### src/rtl/unit_prop_ctrl.sv
// Unit-propagation sequencer: pulls unit literals from an external engine, records assignments
// and hands each new literal to the simplifier. Build option UP_TRAIL_EN adds a readable literal trail.
module unit_prop_ctrl #(
    parameter int NV = 7,
    parameter int VW = 3
) (
    input  logic          clock,
    input  logic          reset,
    input  logic          start,
    input  logic          clear,
    output logic          uc_find,
    input  logic          uc_ended,
    input  logic          uc_found,
    input  logic [VW:0]   uc_lit,
    output logic          simp_req,
    output logic [VW:0]   simp_lit,
    input  logic          simp_ack,
    input  logic          simp_conflict,
    output logic [NV:0]   assign_val,
    output logic [NV:0]   assign_mask,
    output logic [VW:0]   prop_count,
    output logic          busy,
    output logic          done,
    output logic          conflict,
    output logic          err,
    input  logic [VW-1:0] trail_idx,
    output logic [VW:0]   trail_lit
);
    // state   | meaning
    // IDLE    | after reset, waiting for start
    // FIND    | one-cycle search request to the engine
    // WAIT_UC | waiting for the engine result
    // CHECK   | classify the returned literal against the assignment
    // SIMP    | simplifier handshake for the accepted literal
    // FIN     | run ended, status flags held until next start
    typedef enum logic [2:0] {S_IDLE, S_FIND, S_WAIT_UC, S_CHECK, S_SIMP, S_FIN} state_t;

    localparam logic [VW:0] NV_CNT = (VW+1)'(NV);

    state_t        r_state, w_next;
    logic [NV:0]   r_val, r_mask;
    logic [VW:0]   r_count, r_lit;
    logic          r_found, r_done, r_conflict, r_err;

    logic [VW-1:0] w_var;
    logic          w_pol, w_assigned, w_cur, w_idle;
    logic          w_ck_zero, w_ck_full, w_ck_opp, w_ck_same, w_ck_new;

    assign w_var      = r_lit[VW:1];
    assign w_pol      = r_lit[0];
    assign w_assigned = r_mask[w_var];
    assign w_cur      = r_val[w_var];
    assign w_idle     = (r_state == S_IDLE) || (r_state == S_FIN);

    assign w_ck_zero = r_found && (w_var == '0);
    assign w_ck_full = r_found && !w_ck_zero && (r_count == NV_CNT);
    assign w_ck_opp  = r_found && !w_ck_zero && !w_ck_full && w_assigned && (w_cur != w_pol);
    assign w_ck_same = r_found && !w_ck_zero && !w_ck_full && w_assigned && (w_cur == w_pol);
    assign w_ck_new  = r_found && !w_ck_zero && !w_ck_full && !w_assigned;

    always_ff @(posedge clock or posedge reset) begin
        if (reset) r_state <= S_IDLE;
        else       r_state <= w_next;
    end

    always_comb begin
        w_next   = r_state;
        uc_find  = 1'b0;
        simp_req = 1'b0;
        simp_lit = '0;
        busy     = 1'b1;
        case (r_state)
            S_IDLE, S_FIN: begin
                busy = 1'b0;
                if (start) w_next = S_FIND;
            end
            S_FIND: begin
                uc_find = 1'b1;
                w_next  = S_WAIT_UC;
            end
            S_WAIT_UC: if (uc_ended) w_next = S_CHECK;
            S_CHECK:   w_next = w_ck_new ? S_SIMP : S_FIN;
            S_SIMP: begin
                simp_req = 1'b1;
                simp_lit = r_lit;
                if (simp_ack) w_next = simp_conflict ? S_FIN : S_FIND;
            end
            default: w_next = S_IDLE;
        endcase
    end

    always_ff @(posedge clock or posedge reset) begin
        if (reset) begin
            r_val      <= '0;
            r_mask     <= '0;
            r_count    <= '0;
            r_lit      <= '0;
            r_found    <= 1'b0;
            r_done     <= 1'b0;
            r_conflict <= 1'b0;
            r_err      <= 1'b0;
        end else begin
            case (r_state)
                S_IDLE, S_FIN: begin
                    // clear and start in the same cycle: both take effect, run starts on a clean slate
                    if (clear) begin
                        r_val  <= '0;
                        r_mask <= '0;
                    end
                    if (start) begin
                        r_count    <= '0;
                        r_done     <= 1'b0;
                        r_conflict <= 1'b0;
                        r_err      <= 1'b0;
                    end
                end
                S_WAIT_UC: if (uc_ended) begin
                    r_found <= uc_found;
                    r_lit   <= uc_lit;
                end
                S_CHECK: begin
                    r_done     <= !r_found;
                    r_err      <= w_ck_zero || w_ck_full || w_ck_same;
                    r_conflict <= w_ck_zero || w_ck_opp;
                    if (w_ck_new) begin
                        r_mask[w_var] <= 1'b1;
                        r_val[w_var]  <= w_pol;
                        r_count       <= r_count + {{VW{1'b0}}, 1'b1};
                    end
                end
                S_SIMP: if (simp_ack && simp_conflict) r_conflict <= 1'b1;
                default: ;
            endcase
        end
    end

    assign assign_val  = r_val;
    assign assign_mask = r_mask;
    assign prop_count  = r_count;
    assign done        = r_done;
    assign conflict    = r_conflict;
    assign err         = r_err;

`ifdef UP_TRAIL_EN
    logic [VW:0] r_trail [0:(1<<VW)-1];

    always_ff @(posedge clock or posedge reset) begin
        if (reset) begin
            for (int i = 0; i < (1<<VW); i++) r_trail[i] <= '0;
        end else if (w_idle && clear) begin
            for (int i = 0; i < (1<<VW); i++) r_trail[i] <= '0;
        end else if ((r_state == S_CHECK) && w_ck_new) begin
            r_trail[r_count[VW-1:0]] <= r_lit;
        end
    end

    assign trail_lit = r_trail[trail_idx];
`else
    logic w_unused_trail;
    assign w_unused_trail = ^trail_idx;
    assign trail_lit      = '0;
`endif

endmodule
### config.mk
export PLATFORM = sky130hd
export DESIGN_NAME = unit_prop_ctrl
export DESIGN_NICKNAME = d
export VERILOG_FILES = /design/src/rtl/unit_prop_ctrl.sv
export SDC_FILE = /design/constraint.sdc
export NUM_CORES = 1
export LEC_CHECK = 0
export BUFFER_PORTS_ARGS = -buffer_cell sky130_fd_sc_hd__buf_4
export CORE_UTILIZATION = 40
export CTS_CLUSTER_DIAMETER = 80
export DETAILED_ROUTE_END_ITERATION = 7
export PLACE_DENSITY = 0.69
export SLEW_MARGIN = 30
export SYNTH_ARGS = -nofsm -noshare
export SYNTH_HDL_FRONTEND = slang
export SYNTH_SLANG_ARGS = --single-unit
### constraint.sdc
create_clock -name clock -period 4.9 [get_ports clock]
set_input_delay 0.98 -clock clock [delete_from_list [all_inputs] [get_ports clock]]
set_output_delay 0.98 -clock clock [all_outputs]
set_load 0.01 [all_outputs]
Word level (Yosys, flattened, before mapping)
Cells that the tools add are included.
Cells by class
  $add $sub $neg: 1
  multipliers: 0
  div/mod/pow operators: 0
  magnitude comparators: 2
  equality and inequality tests: 14
  shifts and indexed selects: 0
  multiplexer cells: 30
  bitwise logic cells: 1
  reduce and logical (&&, ||, !) cells: 28
Operator list (count)
  8-bit case mux with 2 select lines: 2
  8-bit two-way mux: 3
  3-bit case mux with 5 select lines: 1
  3-bit two-way mux: 4
  4-bit two-way mux: 3
  2-bit != test, second input constant: 6
  3-bit AND reduction: 4
  1-bit logical AND: 10
  1-bit two-way mux: 9
  8-bit bitwise mux: 1
  8-bit bitwise OR: 1
  4-bit case mux with 2 select lines: 1
  1-bit binary-select mux with 3-bit select: 2
  3-bit by 2-bit equality test with 1-bit output, second input constant: 2
  3-bit equality test, second input constant: 2
  3-bit logical NOT: 2
  4-bit by 1-bit adder with 4-bit output, second input constant: 1
  4-bit by 3-bit equality test with 1-bit output, second input constant: 1
  1-bit logical NOT: 4
  3-bit by 4-bit less-than comparator with 1-bit output, second input constant: 1
  1-bit case mux with 2 select lines: 2
  2-bit AND reduction: 2
  1-bit demux with 3-bit select: 1
  3-bit by 1-bit equality test with 1-bit output, second input constant: 1
  8 further kinds: 10
Storage, ports and cells
  flip-flop bits (word level): 31
  latch bits: 0
  bits in writable memories: 0
  bits in read-only memories: 0
  input bits: 15
  output and inout port bits: 34
  word-level logic and storage cells: 85
  memories: 0

Logic depth before layout (Yosys ltp)
Gate-level depths: netlist (run 1).
  depth in word-level cells: 11
  depth in mapped cells: 8
  gate-level depth less buffers: 6

Least setup slack after synthesis (run 1)
OpenSTA, ideal clock, no wires.
  kind: register to output
  start: reg r_state[0]
  end: out simp_lit[0]
  arrival: 1270 ps
  data required time: 3920 ps
  path slack: 2650 ps
  cell stages (with the launch flop): 4
  buffers on the path: 1
  cell sequence: dfrtp_1 -> buf_4 -> nor3b_1 -> and2_1
Between the ends
  longest elaborated chain between the ends: 2
Ends and longest elaborated chain
  from (decl): line 40  | state_t r_state, w_next;
  from (signal assigned): line 63  | else r_state <= w_next;
  3-bit equality test: line 72  | case (r_state)
  4-bit two-way mux: line 72
  to (decl): line 16  | output logic [VW:0] simp_lit,
Every way passes these cells.

Worst setup path after layout (run 1)
  start: reg r_state[2]
  end: out simp_lit[0]
Same word-level chain as after synthesis.

==> flow_metrics.py, run 1 <==
metrics = {
    "status": {
        "status": "complete, no violations",
    },
    "synth": {
        "ys_seq_area_share_pct": 42.9,
        "synthFlopType": "dfrtp_1",
        "synthesis.instances": 188,
        "synth_async_sr_flop_share_pct": 100,
        "ys_warn_count": 0,
        "synth-edff-count": 0,
        "synth-seq-cells": 31,
        "synth_area_per_cell_um2": 9.62,
        "yosysUniqueCellTypes": 48,
        "netlist_area_mm2": 0.00181,
    },
    "sta": {
        "setup_slack_ps": 2230,
        "hold_viol": 0,
        "slew_violations": 0,
        "slew_headroom_pct": 48.8,
        "fin_crit_ps": 2670,
        "tightest_slew_ps": 766,
        "grt_setup_unrepaired": "no",
        "timing.final.crit_share_pct": 54.5,
        "fin_tns_setup_ps": 0,
        "clock_skew_ps": 6.59,
        "max_freq_ghz": 0.374,
        "finalSetupViolations": 0,
    },
    "setup_path": {
        "rr_worst_depth": 5,
        "reg2reg_setup_slack_ps": 2450,
        "path_depth": 3,
        "criticalPathCategory": "reg2out",
        "rr_startpoint": "r_lit[1]",
        "crit_start": "r_state[2]",
        "slowest_stage": "dfrtp_1",
        "path_buf_inv": 1,
        "arrival_ps": 1690,
        "critPathMaxStageDelay_ps": 540,
        "path_cells": "nor3b_1, and2_1, buf_4",
        "crit_path_start_kind": "flip-flop",
        "cp-endpoint": "simp_lit[0]",
        "cp.required_ps": 3920,
        "r2r-end": "assign_val[6]",
        "path_max_fanout": 10,
        "cp-end-kind": "output port",
        "crit_family": "simple AND/OR/NAND/NOR gates",
    },
    "floorplan": {
        "die_h_um": 69.2,
        "ios": 49,
        "core_area_mm2": 0.00435,
        "rows": 24,
        "die-area_mm2": 0.00479,
        "start_util_pct": 41.5,
        "die_w_um": 69.2,
    },
    "drt": {
        "first_pass_iters": 4,
        "drc_errors": 0,
        "dr_wl_met3_um": 199,
        "ant_nets": 0,
        "wirelength_um": 4180,
        "via_per_inst": 5.52,
        "dr.max_layer_used": "met4",
        "route.layer.met1.wl_um": 2020,
        "vias": 1530,
        "wl_met2_um": 1910,
        "first_iter_violations": 134,
        "wl_per_cell_um": 15.1,
    },
    "global_route": {
        "grt_usage_pct": 18.3,
        "grt_pass1_wl_um": 7000,
        "gr-total-overflow": 0,
        "grt_max_degree": 32,
        "antenna_found_initial": 0,
        "first_global_vias": 1422,
    },
    "clock_network": {
        "cts_tree": "built",
        "cts_sinks": 31,
        "root_buffer": "clkbuf_8",
        "cts_max_level": 2,
        "postCtsSetupRepairBufs": 0,
        "clk-insertion-delay-late_ps": 290,
        "cts.path.max_buffers": 2,
        "cts_resized": 0,
        "cts_made_buffers": 5,
        "cts_hold_buf": 0,
        "clk_pin_slew_ps": 70,
    },
    "power_and_ir_drop": {
        "p_leak_nw": 1.05,
        "p_per_area_mw_per_mm2": 553,
        "peakVddDrop_mv": 0.261,
    },
    "cells_and_area": {
        "multi_input_area_um2": 917,
        "drive_above_1_share_pct": 26.7,
        "area_growth_pct": 20.8,
        "diodes": 0,
        "layout_common_cells": "buf_4, dfrtp_1, nand2_1",
        "n_fill_cell": 419,
        "final_nets": 240,
        "register_area_um2": 776,
        "final_common_cell": "buf_4",
    },
    "place": {
        "gp_congestion": 0.744,
        "post-place-ws_ps": 2490,
        "io_buffers": 41,
        "dp_hpwl_um": 3000,
    },
    "hold_path": {
        "min_path_type": "reg2reg",
    },
    "flow_run": {
        "cap_violations": 0,
    },
}
## registers in the layout, summed over array words and instances, names as in the netlist
register	flops
conflict	1
assign_mask	8
r_lit	4
assign_val	8
done	1
prop_count	4
r_found	1
err	1
r_state	3
## stage by stage
| stage | cell area (µm²) | utilization [%] | hold WS (ps) | total power [W] | cells |
|---|---|---|---|---|---|
| 4_1_cts | 2180 | 50.2 | 517 | 0.00121 | 277 |
| 3_5_place_dp | 2100 | 48.2 | 501 | 0.00101 | 269 |
| 3_3_place_gp | 2100 | 48.2 | 499 | 0.000999 | 269 |
| 6_report | 2180 | 50.2 | 513 | 0.00121 | 277 |
| 2_1_floorplan | 1820 | - | 534 | 0.000845 | 191 |
| 5_1_grt | 2180 | 50.2 | 547 | 0.00129 | 277 |
## layer usage
metal | global-route usage [%] | vias up
met5 | 0 | -
met3 | 3.92 | 7
li1 | - | 730
met2 | 27.1 | 52
met4 | 6.80 | 0
met1 | 26.2 | 741
## report_power, final
part	total, W	leakage, nW	internal (W)	switching [W]
clock	0.000199	0.0412	0.0000991	0.000100
combinational	0.000531	0.594	0.000246	0.000286
sequential	0.000477	0.413	0.000332	0.000144
total	0.00121	1.05	0.000677	0.000530
## synth_stat cells (5+ instances only)
library cell	instances	area share, %
buf_2	5	1.4
nor2b_1	6	2.1
o21ai_1	6	1.7
nand2_1	21	4.4
and3_1	6	2.1
o21ai_0	7	1.9
and2_1	8	2.8
inv_1	7	1.5
a31oi_1	5	1.7
dfrtp_1	31	43
buf_4	5	2.1
mux2i_1	7	3.9
nor2_1	7	1.5
nand3_1	10	2.8
a21oi_1	5	1.4
## layout make-up
cell class                 count  area share (%)
inverter                       7            1.20
clock buffer                   6            3.32
tap                           52            2.98
timing repair buffer          42            14.4
sequential                    31            35.5
clock inverter                 2           0.573
multi-input combinational    137            42.0
## tightest hold or removal path: stages, from the launching register on
cell	delay, ps
dfrtp_1	350
nand3_1	60
o21ai_0	70
## worst min-delay path by stage
| stage | start | end | slack (ps) | depth (start not counted) |
|---|---|---|---|---|
| 2_1_floorplan | r_found | done | 530 | 1 |
| 6_report | done | done | 510 | 2 |
| 3_5_place_dp | assign_mask[4] | assign_mask[4] | 500 | 1 |
| 3_3_place_gp | done | done | 500 | 2 |
| 5_1_grt | assign_mask[0] | assign_mask[0] | 550 | 1 |
| 4_1_cts | done | done | 520 | 2 |
## cells by family (layout without fill, tap and decap cells)
logic type,count (synthesis),in the layout,synth area share (%)
flops,31,31,42.9
buf+inv,23,57,6.99
fa+ha+maj,1,1,0.692
simple gates,73,73,22.6
mux,12,12,7.82
compound gates,43,43,16.9
other cells,1,4,0.207
xor+xnor,4,4,1.94
Note: power is estimated with default switching activity, not from simulation.
==> run 2: changes to the inputs <==
Clock period 4.9 ns to 2.7 ns, I/O delays scaled along.
==> run 2 against run 1 <==
  * Final area is 0.46% higher
  * Critical endpoint is now simp_lit[2]
  * Routed wire length is 2.2% lower
  * Global-route usage is 0.45 points lower
  * Combinational power is 82% higher
  * Worst setup slack worse by 1800 ps
  * Non-clock buffer count is 1 higher
  * Clock power is 86% higher
  * Register-to-register slack worse by 1900 ps
  * Total power is 82% higher
==> flow_metrics.py, run 2 (synthesized netlist as in run 1, its figures left out) <==
metrics = {
    "status": {
        "status": "complete, no violations",
    },
    "cells_and_area": {
        "n_fill_cell": 421,
        "final_nets": 241,
        "final_common_cell": "buf_4",
        "drive_above_1_share_pct": 27.1,
        "diodes": 0,
        "layout_common_cells": "buf_4, dfrtp_1, nand2_1",
        "postLayoutCellArea_mm2": 0.00219,
        "area_growth_pct": 21.4,
    },
    "setup_path": {
        "cp.required_ps": 2160,
        "slowest_stage": "nor3b_1",
        "path_cells": "nor3b_1, and2_1, buf_4",
        "reg2reg_setup_slack_ps": 520,
        "critPathMaxStageDelay_ps": 540,
        "crit_family": "simple AND/OR/NAND/NOR gates",
        "path_buf_inv": 1,
        "path_max_fanout": 10,
        "crit_path_start_kind": "flip-flop",
        "r2r-end": "assign_val[6]",
        "rr_worst_depth": 6,
        "criticalPathCategory": "reg2out",
        "arrival_ps": 1690,
        "cp-end-kind": "output port",
        "rr_startpoint": "r_lit[1]",
    },
    "floorplan": {
        "ios": 49,
        "start_util_pct": 41.5,
        "die_w_um": 69.2,
        "core_area_mm2": 0.00435,
        "rows": 24,
        "die-area_mm2": 0.00479,
        "die_h_um": 69.2,
    },
    "drt": {
        "ant_nets": 0,
        "vias": 1521,
        "first_iter_violations": 116,
        "wl_per_cell_um": 14.7,
        "first_pass_iters": 5,
        "drc_errors": 0,
        "via_per_inst": 5.49,
        "wirelength_um": 4090,
    },
    "clock_network": {
        "clk-insertion-delay-late_ps": 290,
        "clk_pin_slew_ps": 60,
        "cts_max_level": 2,
        "cts_resized": 0,
        "cts_hold_buf": 0,
        "cts_tree": "built",
        "postCtsSetupRepairBufs": 0,
        "cts.path.max_buffers": 2,
        "root_buffer": "clkbuf_8",
        "cts_made_buffers": 5,
        "cts_sinks": 31,
    },
    "power_and_ir_drop": {
        "p_per_area_mw_per_mm2": 1000,
        "p_leak_nw": 1.06,
        "fin_total_pwr_w": 0.00219,
        "peakVddDrop_mv": 0.541,
    },
    "sta": {
        "slew_headroom_pct": 53.3,
        "hold_viol": 0,
        "clock_skew_ps": 4.88,
        "slew_violations": 0,
        "grt_setup_unrepaired": "no",
        "max_freq_ghz": 0.449,
        "fin_crit_ps": 2230,
        "tightest_slew_ps": 699,
        "fin_tns_setup_ps": 0,
        "finalSetupViolations": 0,
        "timing.final.crit_share_pct": 82.5,
    },
    "global_route": {
        "antenna_found_initial": 0,
        "first_global_vias": 1409,
        "use_met1_pct": 23.7,
        "busiest_layer": "met2",
        "grt_usage_pct": 17.8,
        "grt_use_met2_pct": 26.6,
        "grt_max_degree": 32,
        "grt_pass1_wl_um": 6650,
        "gr-total-overflow": 0,
        "grt.met3_usage_pct": 4.94,
    },
    "place": {
        "dp_hpwl_um": 2890,
        "gp_congestion": 0.768,
        "io_buffers": 41,
        "dpl_cell_area_mm2": 0.00211,
    },
    "flow_run": {
        "cap_violations": 0,
    },
    "hold_path": {
        "min_path_type": "in2async",
    },
}
[run 2: routing by layer]
layer | part of all wire [%] | vias up
li1 | - | 733
met5 | 0 | -
met4 | 2.1 | 0
met2 | 45 | 41
met3 | 6.2 | 9
met1 | 46 | 738
[run 2: stage by stage]
stage	hold slack (ps)	setup WS [ps]	utilization, %	std cells
2_1_floorplan	534	831	-	191
3_3_place_gp	495	544	48.4	270
3_5_place_dp	505	521	48.4	270
4_1_cts	348	479	50.4	277
5_1_grt	362	321	50.4	277
6_report	333	471	50.4	277
[run 2: area by class of cell]
type	count	area [µm²]	area share (%)
Tap cell	52	65.1	2.96
Clock buffer	6	82.6	3.76
Sequential cell	31	776	35.3
Clock inverter	1	5.00	0.228
Multi-Input combinational cell	137	917	41.8
Inverter	7	26.3	1.20
Timing Repair Buffer	43	323	14.7
[run 2: tightest hold or removal path: stages]
cell	delay, ps
buf_4	110
inv_1	40
buf_4	350
[run 2: worst max path at each step]
stage | end | slack (ps) | start | cells past startpoint
final | simp_lit[2] | 470 | r_state[2] | 3
after global routing | assign_val[6] | 320 | r_lit[1] | 6
after CTS | simp_lit[2] | 480 | r_state[2] | 3
after detailed placement | assign_val[6] | 520 | r_lit[1] | 6
after global placement | assign_val[6] | 540 | r_lit[1] | 6
after floorplan | r_state[0] | 830 | r_state[0] | 6
[run 2: report_power, final]
part           switching [W]  internal [W]  total (W)
registers           0.000255      0.000604   0.000859
logic               0.000517      0.000449   0.000966
clock network       0.000170      0.000199   0.000370
total               0.000942       0.00125    0.00219
